`config.mk`:
```
export PLATFORM = sky130hd
export DESIGN_NAME = sd_host_cmd_decoder_flat
export DESIGN_NICKNAME = d
export VERILOG_FILES = /design/src/rtl/sd_host_cmd_decoder_pkg.sv /design/src/rtl/sd_host_cmd_decoder_if.sv /design/src/rtl/sd_host_cmd_decoder_timer.sv /design/src/rtl/sd_host_cmd_decoder.sv /design/src/flat_wrapper.sv
export SDC_FILE = /design/constraint.sdc
export NUM_CORES = 1
export LEC_CHECK = 0
export CORE_MARGIN = 8
export CORE_UTILIZATION = 49
export DETAILED_ROUTE_END_ITERATION = 16
export DONT_BUFFER_PORTS = 1
export PLACE_DENSITY = 0.72
export SLEW_MARGIN = 30
export SYNTH_ARGS = -nofsm -noshare
export SYNTH_HDL_FRONTEND = slang
export SYNTH_SLANG_ARGS = --single-unit
```
`constraint.sdc`:
```
create_clock -name clk -period 2.2 [get_ports clk]
set_input_delay 0.44 -clock clk [delete_from_list [all_inputs] [get_ports clk]]
set_output_delay 0.44 -clock clk [all_outputs]
set_load 0.01 [all_outputs]
```
`src/rtl/sd_host_cmd_decoder_pkg.sv`:
```
// Shared types and codes for the SD host command decoder; SD_CKSUM_EN selects the 6-byte checksummed packet.
// Pure definitions: no latency or backpressure of its own.
package sd_host_pkg;

  typedef enum logic [2:0] {
    S_IDLE,
    S_POP,
    S_LATCH,
    S_CHECK,
    S_ADDR_RDY,
    S_CMD,
    S_WAIT_SD,
    S_STATUS
  } sd_dec_state_t;

  localparam logic [7:0] OP_READ    = 8'h52;
  localparam logic [7:0] OP_WRITE   = 8'h57;

  localparam logic [7:0] ST_OK      = 8'h00;
  localparam logic [7:0] ST_SD_ERR  = 8'h01;
  localparam logic [7:0] ST_SD_TMO  = 8'h02;
  localparam logic [7:0] ST_RX_TMO  = 8'h03;
  localparam logic [7:0] ST_BAD_OP  = 8'hE1;
  localparam logic [7:0] ST_BAD_CK  = 8'hE2;

`ifdef SD_CKSUM_EN
  localparam logic [2:0] PKT_LAST = 3'd5;
`else
  localparam logic [2:0] PKT_LAST = 3'd4;
`endif

  function automatic logic op_valid(input logic [7:0] op);
    return (op == OP_READ) || (op == OP_WRITE);
  endfunction

endpackage

```
`src/rtl/sd_host_cmd_decoder_if.sv`:
```
// USB FIFO and sd_interface signals seen by the command decoder.
// master = decoder side, slave = FIFOs / sd_interface side.
interface sd_host_cmd_decoder_if;
  logic        rx_fifo_empty;
  logic [7:0]  rx_data;
  logic        rx_r_enable;
  logic        tx_fifo_full;
  logic        tx_w_enable;
  logic [7:0]  tx_data;
  logic [31:0] sd_addr;
  logic        sd_addr_ready;
  logic        sd_read;
  logic        sd_write;
  logic        sd_done;
  logic        sd_err;
  logic        busy;

  modport master (
    input  rx_fifo_empty, rx_data, tx_fifo_full, sd_done, sd_err,
    output rx_r_enable, tx_w_enable, tx_data, sd_addr, sd_addr_ready,
           sd_read, sd_write, busy
  );

  modport slave (
    output rx_fifo_empty, rx_data, tx_fifo_full, sd_done, sd_err,
    input  rx_r_enable, tx_w_enable, tx_data, sd_addr, sd_addr_ready,
           sd_read, sd_write, busy
  );
endinterface

```
`src/rtl/sd_host_cmd_decoder_timer.sv`:
```
// Shared timeout counter: counts while enabled, rollover pulses on the TIMEOUT_CYCLES-th enabled cycle.
// Clear has priority over enable; no backpressure.
module sd_timeout_counter #(
  parameter  int unsigned TIMEOUT_CYCLES = 2_000_000,
  localparam int unsigned TMR_W          = $clog2(TIMEOUT_CYCLES + 1)
) (
  input  logic clk,
  input  logic n_rst,
  input  logic clear,
  input  logic enable,
  output logic rollover
);

  localparam logic [TMR_W-1:0] CNT_LAST = TMR_W'(TIMEOUT_CYCLES - 1);

  logic [TMR_W-1:0] cnt_q, cnt_d;

  assign rollover = enable && !clear && (cnt_q == CNT_LAST);

  always_comb begin
    cnt_d = cnt_q;
    if (clear) begin
      cnt_d = '0;
    end else if (enable) begin
      cnt_d = rollover ? '0 : cnt_q + 1'b1;
    end
  end

  always_ff @(posedge clk or negedge n_rst) begin
    if (!n_rst) begin
      cnt_q <= '0;
    end else begin
      cnt_q <= cnt_d;
    end
  end

endmodule

```
`src/rtl/sd_host_cmd_decoder.sv`:
```
// Pops a host packet (opcode, 32-bit address, checksum when SD_CKSUM_EN), issues one SD command, pushes one status byte.
// Two cycles per RX byte when data is ready; stalls on empty RX (timeout) and waits indefinitely on full TX.
module sd_host_cmd_decoder
  import sd_host_pkg::*;
#(
  parameter int unsigned TIMEOUT_CYCLES = 2_000_000
) (
  input logic                  clk,
  input logic                  n_rst,
  sd_host_cmd_decoder_if.master bus
);

  sd_dec_state_t state_q, state_d;
  logic [2:0]    idx_q, idx_d;
  logic [7:0]    op_q, op_d;
  logic [31:0]   addr_q, addr_d;
  logic [31:0]   sd_addr_q, sd_addr_d;
  logic [7:0]    status_q, status_d;
  logic          rx_r_enable_q, rx_r_enable_d;
  logic          tx_w_enable_q, tx_w_enable_d;
  logic          sd_addr_ready_q, sd_addr_ready_d;
  logic          sd_read_q, sd_read_d;
  logic          sd_write_q, sd_write_d;
  logic          busy_q, busy_d;
`ifdef SD_CKSUM_EN
  logic [7:0]    ck_q, ck_d;
  logic          ck_ok_q, ck_ok_d;
`endif

  logic tmr_en, tmr_tmo;

  // One timer serves both the inter-byte gap and the SD wait; any other state clears it.
  assign tmr_en = (state_q == S_POP) || (state_q == S_WAIT_SD);

  sd_timeout_counter #(.TIMEOUT_CYCLES(TIMEOUT_CYCLES)) u_tmr (
    .clk      (clk),
    .n_rst    (n_rst),
    .clear    (!tmr_en),
    .enable   (tmr_en),
    .rollover (tmr_tmo)
  );

  always_comb begin
    state_d         = state_q;
    idx_d           = idx_q;
    op_d            = op_q;
    addr_d          = addr_q;
    sd_addr_d       = sd_addr_q;
    status_d        = status_q;
    rx_r_enable_d   = 1'b0;
    tx_w_enable_d   = 1'b0;
    sd_addr_ready_d = 1'b0;
    sd_read_d       = 1'b0;
    sd_write_d      = 1'b0;
`ifdef SD_CKSUM_EN
    ck_d            = ck_q;
    ck_ok_d         = ck_ok_q;
`endif

    case (state_q)
      S_IDLE: begin
        if (!bus.rx_fifo_empty) begin
          state_d       = S_POP;
          rx_r_enable_d = 1'b1;
          idx_d         = 3'd0;
`ifdef SD_CKSUM_EN
          ck_d          = 8'h00;
          ck_ok_d       = 1'b0;
`endif
        end
      end

      // The pop strobe is decided a cycle ahead, so a POP cycle either carries the strobe or waits.
      S_POP: begin
        if (rx_r_enable_q) begin
          state_d = S_LATCH;
        end else if (!bus.rx_fifo_empty) begin
          rx_r_enable_d = 1'b1;
        end else if (tmr_tmo) begin
          state_d  = S_STATUS;
          status_d = ST_RX_TMO;
        end
      end

      S_LATCH: begin
        if (idx_q == 3'd0) begin
          op_d = bus.rx_data;
        end else if (idx_q <= 3'd4) begin
          addr_d = {addr_q[23:0], bus.rx_data};
        end
`ifdef SD_CKSUM_EN
        if (idx_q <= 3'd4) begin
          ck_d = ck_q ^ bus.rx_data;
        end else begin
          ck_ok_d = (bus.rx_data == ck_q);
        end
`endif
        if ((idx_q == 3'd0) && !op_valid(bus.rx_data)) begin
          state_d  = S_STATUS;
          status_d = ST_BAD_OP;
        end else if (idx_q == PKT_LAST) begin
          state_d = S_CHECK;
        end else begin
          idx_d         = idx_q + 3'd1;
          state_d       = S_POP;
          rx_r_enable_d = !bus.rx_fifo_empty;
        end
      end

      S_CHECK: begin
`ifdef SD_CKSUM_EN
        if (!ck_ok_q) begin
          state_d  = S_STATUS;
          status_d = ST_BAD_CK;
        end else begin
          state_d         = S_ADDR_RDY;
          sd_addr_ready_d = 1'b1;
          sd_addr_d       = addr_q;
        end
`else
        state_d         = S_ADDR_RDY;
        sd_addr_ready_d = 1'b1;
        sd_addr_d       = addr_q;
`endif
      end

      S_ADDR_RDY: begin
        state_d    = S_CMD;
        sd_read_d  = (op_q == OP_READ);
        sd_write_d = (op_q == OP_WRITE);
      end

      S_CMD: state_d = S_WAIT_SD;

      S_WAIT_SD: begin
        if (bus.sd_err) begin
          state_d  = S_STATUS;
          status_d = ST_SD_ERR;
        end else if (bus.sd_done) begin
          state_d  = S_STATUS;
          status_d = ST_OK;
        end else if (tmr_tmo) begin
          state_d  = S_STATUS;
          status_d = ST_SD_TMO;
        end
      end

      // The push is decided a cycle ahead; only this block writes the TX FIFO, so full cannot rise meanwhile.
      S_STATUS: begin
        if (tx_w_enable_q) begin
          state_d = S_IDLE;
        end else if (!bus.tx_fifo_full) begin
          tx_w_enable_d = 1'b1;
        end
      end

      default: state_d = S_IDLE;
    endcase

    busy_d = (state_d != S_IDLE);
  end

  always_ff @(posedge clk or negedge n_rst) begin
    if (!n_rst) begin
      state_q         <= S_IDLE;
      idx_q           <= 3'd0;
      op_q            <= 8'h00;
      addr_q          <= 32'h0;
      sd_addr_q       <= 32'h0;
      status_q        <= 8'h00;
      rx_r_enable_q   <= 1'b0;
      tx_w_enable_q   <= 1'b0;
      sd_addr_ready_q <= 1'b0;
      sd_read_q       <= 1'b0;
      sd_write_q      <= 1'b0;
      busy_q          <= 1'b0;
`ifdef SD_CKSUM_EN
      ck_q            <= 8'h00;
      ck_ok_q         <= 1'b0;
`endif
    end else begin
      state_q         <= state_d;
      idx_q           <= idx_d;
      op_q            <= op_d;
      addr_q          <= addr_d;
      sd_addr_q       <= sd_addr_d;
      status_q        <= status_d;
      rx_r_enable_q   <= rx_r_enable_d;
      tx_w_enable_q   <= tx_w_enable_d;
      sd_addr_ready_q <= sd_addr_ready_d;
      sd_read_q       <= sd_read_d;
      sd_write_q      <= sd_write_d;
      busy_q          <= busy_d;
`ifdef SD_CKSUM_EN
      ck_q            <= ck_d;
      ck_ok_q         <= ck_ok_d;
`endif
    end
  end

  assign bus.rx_r_enable   = rx_r_enable_q;
  assign bus.tx_w_enable   = tx_w_enable_q;
  assign bus.tx_data       = status_q;
  assign bus.sd_addr       = sd_addr_q;
  assign bus.sd_addr_ready = sd_addr_ready_q;
  assign bus.sd_read       = sd_read_q;
  assign bus.sd_write      = sd_write_q;
  assign bus.busy          = busy_q;

endmodule

```
`src/flat_wrapper.sv`:
```
// flat-port wrapper written by rule: the top's interface ports become plain ports
module sd_host_cmd_decoder_flat import sd_host_pkg::*;
#(
  parameter int unsigned TIMEOUT_CYCLES = 2_000_000
)
  (clk, n_rst, bus_rx_fifo_empty, bus_rx_data, bus_tx_fifo_full, bus_sd_done, bus_sd_err, bus_rx_r_enable, bus_tx_w_enable, bus_tx_data, bus_sd_addr, bus_sd_addr_ready, bus_sd_read, bus_sd_write, bus_busy);
  sd_host_cmd_decoder_if bus_i ();
  input logic clk;
  input logic n_rst;
  input wire logic [$bits(bus_i.rx_fifo_empty)-1:0] bus_rx_fifo_empty;
  input wire logic [$bits(bus_i.rx_data)-1:0] bus_rx_data;
  input wire logic [$bits(bus_i.tx_fifo_full)-1:0] bus_tx_fifo_full;
  input wire logic [$bits(bus_i.sd_done)-1:0] bus_sd_done;
  input wire logic [$bits(bus_i.sd_err)-1:0] bus_sd_err;
  output wire logic [$bits(bus_i.rx_r_enable)-1:0] bus_rx_r_enable;
  output wire logic [$bits(bus_i.tx_w_enable)-1:0] bus_tx_w_enable;
  output wire logic [$bits(bus_i.tx_data)-1:0] bus_tx_data;
  output wire logic [$bits(bus_i.sd_addr)-1:0] bus_sd_addr;
  output wire logic [$bits(bus_i.sd_addr_ready)-1:0] bus_sd_addr_ready;
  output wire logic [$bits(bus_i.sd_read)-1:0] bus_sd_read;
  output wire logic [$bits(bus_i.sd_write)-1:0] bus_sd_write;
  output wire logic [$bits(bus_i.busy)-1:0] bus_busy;
  assign bus_i.rx_fifo_empty = bus_rx_fifo_empty;
  assign bus_i.rx_data = bus_rx_data;
  assign bus_i.tx_fifo_full = bus_tx_fifo_full;
  assign bus_i.sd_done = bus_sd_done;
  assign bus_i.sd_err = bus_sd_err;
  assign bus_rx_r_enable = bus_i.rx_r_enable;
  assign bus_tx_w_enable = bus_i.tx_w_enable;
  assign bus_tx_data = bus_i.tx_data;
  assign bus_sd_addr = bus_i.sd_addr;
  assign bus_sd_addr_ready = bus_i.sd_addr_ready;
  assign bus_sd_read = bus_i.sd_read;
  assign bus_sd_write = bus_i.sd_write;
  assign bus_busy = bus_i.busy;
  sd_host_cmd_decoder #(.TIMEOUT_CYCLES(TIMEOUT_CYCLES)) u_core (.clk(clk), .n_rst(n_rst), .bus(bus_i));
endmodule
```
==> reports/qor.txt <==
min Tclk post-route - 2.06 ns
CP cell instances - or4_1 -> or4_4 -> o21ai_2 -> buf_4 -> a21oi_1
H-tree lvl count - 3
Slew @ Worst Pin - 0.532 ns
Worst Path Required - 2.44 ns
clk_lat worst skew - 0.37 ns
post-DR wirelength/cell - 17.6 um
GRT Total Usage - 14.4%
chip width - 114 um
1st-iter DRT viols - 168
DRT Pass-1 Iters - 4
max-slew violation count - 0
Finish-stage setup viols - 0
Synth Warn # - 0
RR Startpoint - u_core.u_tmr.cnt_q[8]$_DFF_PN0_
number of diodes - 0
initial antenna violation count - 0
register bit total from synthesis - 108
maxcap violations - 0
PostCTS Resize Cnt - 0
Min Hold Slack - -0.256 ns
first-pass GRT wire length - 14.9 mm
Post-synth EDFFs - 0
final core occ - 54.3%
core area - 0.00928 sq mm
unrepaired setup endpoints after global routing - false
Mean Syn Cell Area - 12.7 sq um
Cell Area, Synth - 0.00471 sq mm
ys async rst share - 100%
final worst slack - 0.139 ns
grt total ovfl - 0
Via Count - 2,799
Reg2Reg Capture Point - u_core.u_tmr.cnt_q[20]$_DFF_PN0_
WL final - 8.86 mm
Fmax - 485 MHz
setup TNS - 0 ns
Critical Path Start - u_core.u_tmr.cnt_q[8]$_DFF_PN0_
Worst Reg-to-Reg Cells - 5
clock buffer count from CTS - 9
fin crit share - 93.7%
dpl ws - 0.158 ns
vias in the first global route - 2,866
status - finished with violations
Starting Density - 50.7%
failing checks - hold timing
CTS tree - built
Pleak - 2.30 nW
setup bufs post-CTS - 0
top-area cell type share of the netlist area - 57.4%
WL met1 - 3.63 mm
pwr/cell area - 883 mW/mm^2
proportion of layout cells with a drive suffix above 1 - 27.7%
Clock Pin Slew Worst Setup and Hold Paths - 0.11 ns
Worst Hold Class - input pin to async pin
met2 wire len - 4.37 mm
Worst VDD drop - 0.460 mV
num rows - 35
CTS Buffer Depth - 2
die area - 0.0130 sq mm
hpwl dp - 6.12 mm
Slew HR - 64.1%
synthesized netlist cell count - 370
DR vias/cell - 5.55
Hold Fails Final Rpt - 108
wire length on met3 - 774 um
clock root cell - clkbuf_8
uppermost routed layer - met4
number of remaining DRC errors - 0
Die H - 114 um
Nets - 389
clock skew - 0.0141 ns
area of the multi-input gates - 0.00187 sq mm
ANT nets after route - 0
CP startpoint kind - register
critical path peak fanout - 11
top cells by area, synth - dfrtp_1 57%, mux2_2 17%, nor2_1 1.9%
CP max-delay cell - or4_1
GPL Wtd Cong - 0.837
IO Count - 60
largest net degree at the start of global routing - 109
count of cell types in the netlist - 53
Fillers - 816
WP data arrival - 2.30 ns
Largest stage delay, worst path - 0.55 ns
area grow syn2layout - 7.04%
port bufs - 0
Setup CP Type - register to register
post-synthesis sequential area ratio - 57.4%
r2r setup slk - 0.14 ns
register area - 0.00270 sq mm
Sink Count - 108
CP Capture Type - register
area leader, netlist - dfrtp_1
prevailing post-synth register cell - dfrtp_1
how the worst max path moves through the flow:
| stage | to | slack, ns | depth (start not counted) |
|---|---|---|---|
| after global placement | u_core.u_tmr.cnt_q[19]$_DFF_PN0_ | 0.23 | 5 |
| after detailed placement | u_core.u_tmr.cnt_q[20]$_DFF_PN0_ | 0.16 | 5 |
| final | u_core.u_tmr.cnt_q[20]$_DFF_PN0_ | 0.14 | 5 |
| after CTS | u_core.u_tmr.cnt_q[20]$_DFF_PN0_ | 0.14 | 5 |
| after floorplan | u_core.u_tmr.cnt_q[20]$_DFF_PN0_ | 0.27 | 5 |
| after global routing | u_core.u_tmr.cnt_q[7]$_DFF_PN0_ | 0.06 | 5 |
sequential cells by signal, indices dropped and copies added, names as in the netlist:
name and count:
u_core.addr_q 32, u_core.bus.sd_addr 32, u_core.u_tmr.cnt_q 21, u_core.op_q 8, u_core.bus.tx_data 3, u_core.idx_q 3, u_core.state_q 3, u_core.bus.busy 1
u_core.bus.rx_r_enable 1, u_core.bus.sd_addr_ready 1, u_core.bus.sd_read 1, u_core.bus.sd_write 1, u_core.bus.tx_w_enable 1
per-layer routing:
metal  up-vias  global-route usage (%)
met1      1403                    17.3
met5         -                       0
li1       1325                       -
met4         0                    3.99
met3         8                    6.17
met2        63                    23.1
layout make-up:
type / instances / share of cell area, %
Sequential cell: 108 / 53.6
Timing Repair Buffer: 7 / 1.54
Clock inverter: 7 / 1.54
Tap cell: 129 / 3.20
Clock buffer: 9 / 2.46
Inverter: 7 / 0.521
Multi-Input combinational cell: 237 / 37.1
report_power, final:
group	switching, mW	internal (mW)
sequential	0.227	2.18
combinational	0.429	0.415
clock	0.745	0.455
total	1.40	3.05
cell usage after synthesis, drive strengths merged (2+ instances only):
library cell / instances
o21ai: 13
and3: 3
nand3: 10
ha: 5
nor3: 6
and2: 5
buf: 11
and4: 2
a21oi: 12
nor2b: 3
nand3b: 2
o31ai: 6
a31oi: 2
nor3b: 4
a221oi: 2
nor4bb: 2
dfrtp: 108
clkbuf: 9
nand4: 6
xor2: 6
inv: 7
nor2: 24
or4: 8
mux2: 74
xnor2: 5
or3: 3
nand4bb: 2
nand2: 14
stage by stage:
stage               cell area, sq um  hold slack, ns  std cells  power (mW)
floorplan                       4720           0.144        372        3.12
finish                          5040          -0.256        504        4.45
global placement                4840           0.150        488        3.26
detailed placement              4840           0.149        488        3.30
global route                    5040          -0.283        504        4.70
CTS                             5040          -0.267        504        4.50
worst max-delay path, delay by kind of cell, from the launching register on:
kind | cells | cell delay, ns
flops | 1 | 0.43
compound gates | 2 | 0.20
simple gates | 2 | 1.10
buf+inv | 1 | 0.19
layout by cell type, fill, tap and decap left out, types with 2 or more instances in the layout:
| master | instances |
|---|---|
| buf_12 | 2 |
| a21oi_1 | 12 |
| nand4bb_1 | 2 |
| nand3_1 | 10 |
| nand3b_1 | 2 |
| inv_1 | 7 |
| conb_1 | 3 |
| nor2b_1 | 3 |
| nor3b_1 | 4 |
| xnor2_1 | 5 |
| and3_1 | 2 |
| nand4_1 | 6 |
| or4_1 | 7 |
| o21ai_0 | 12 |
| mux2_2 | 73 |
| nor3_1 | 6 |
| nand2_1 | 14 |
| inv_8 | 4 |
| a31oi_1 | 2 |
| ha_1 | 5 |
| clkbuf_8 | 9 |
| buf_4 | 5 |
| nor2_1 | 23 |
| a221oi_1 | 2 |
| and2_1 | 4 |
| xor2_1 | 6 |
| o31ai_1 | 6 |
| or3_1 | 3 |
| nor4bb_1 | 2 |
| dfrtp_1 | 108 |
kinds of logic (layout without fill, tap and decap cells):
kind of cell,after synthesis,count (layout),share of synthesized area [%]
other,1,3,0.0796
adder cells (fa/ha/maj),5,5,1.33
AO/OA/AOI/OAI,46,46,6.48
multiplexers,75,75,17.9
flip-flops,108,108,57.4
AND/OR/NAND/NOR,97,97,11.6
XOR/XNOR,11,11,2.05
buffers and inverters,27,30,3.19
Note: power is estimated with default switching activity, not from simulation.
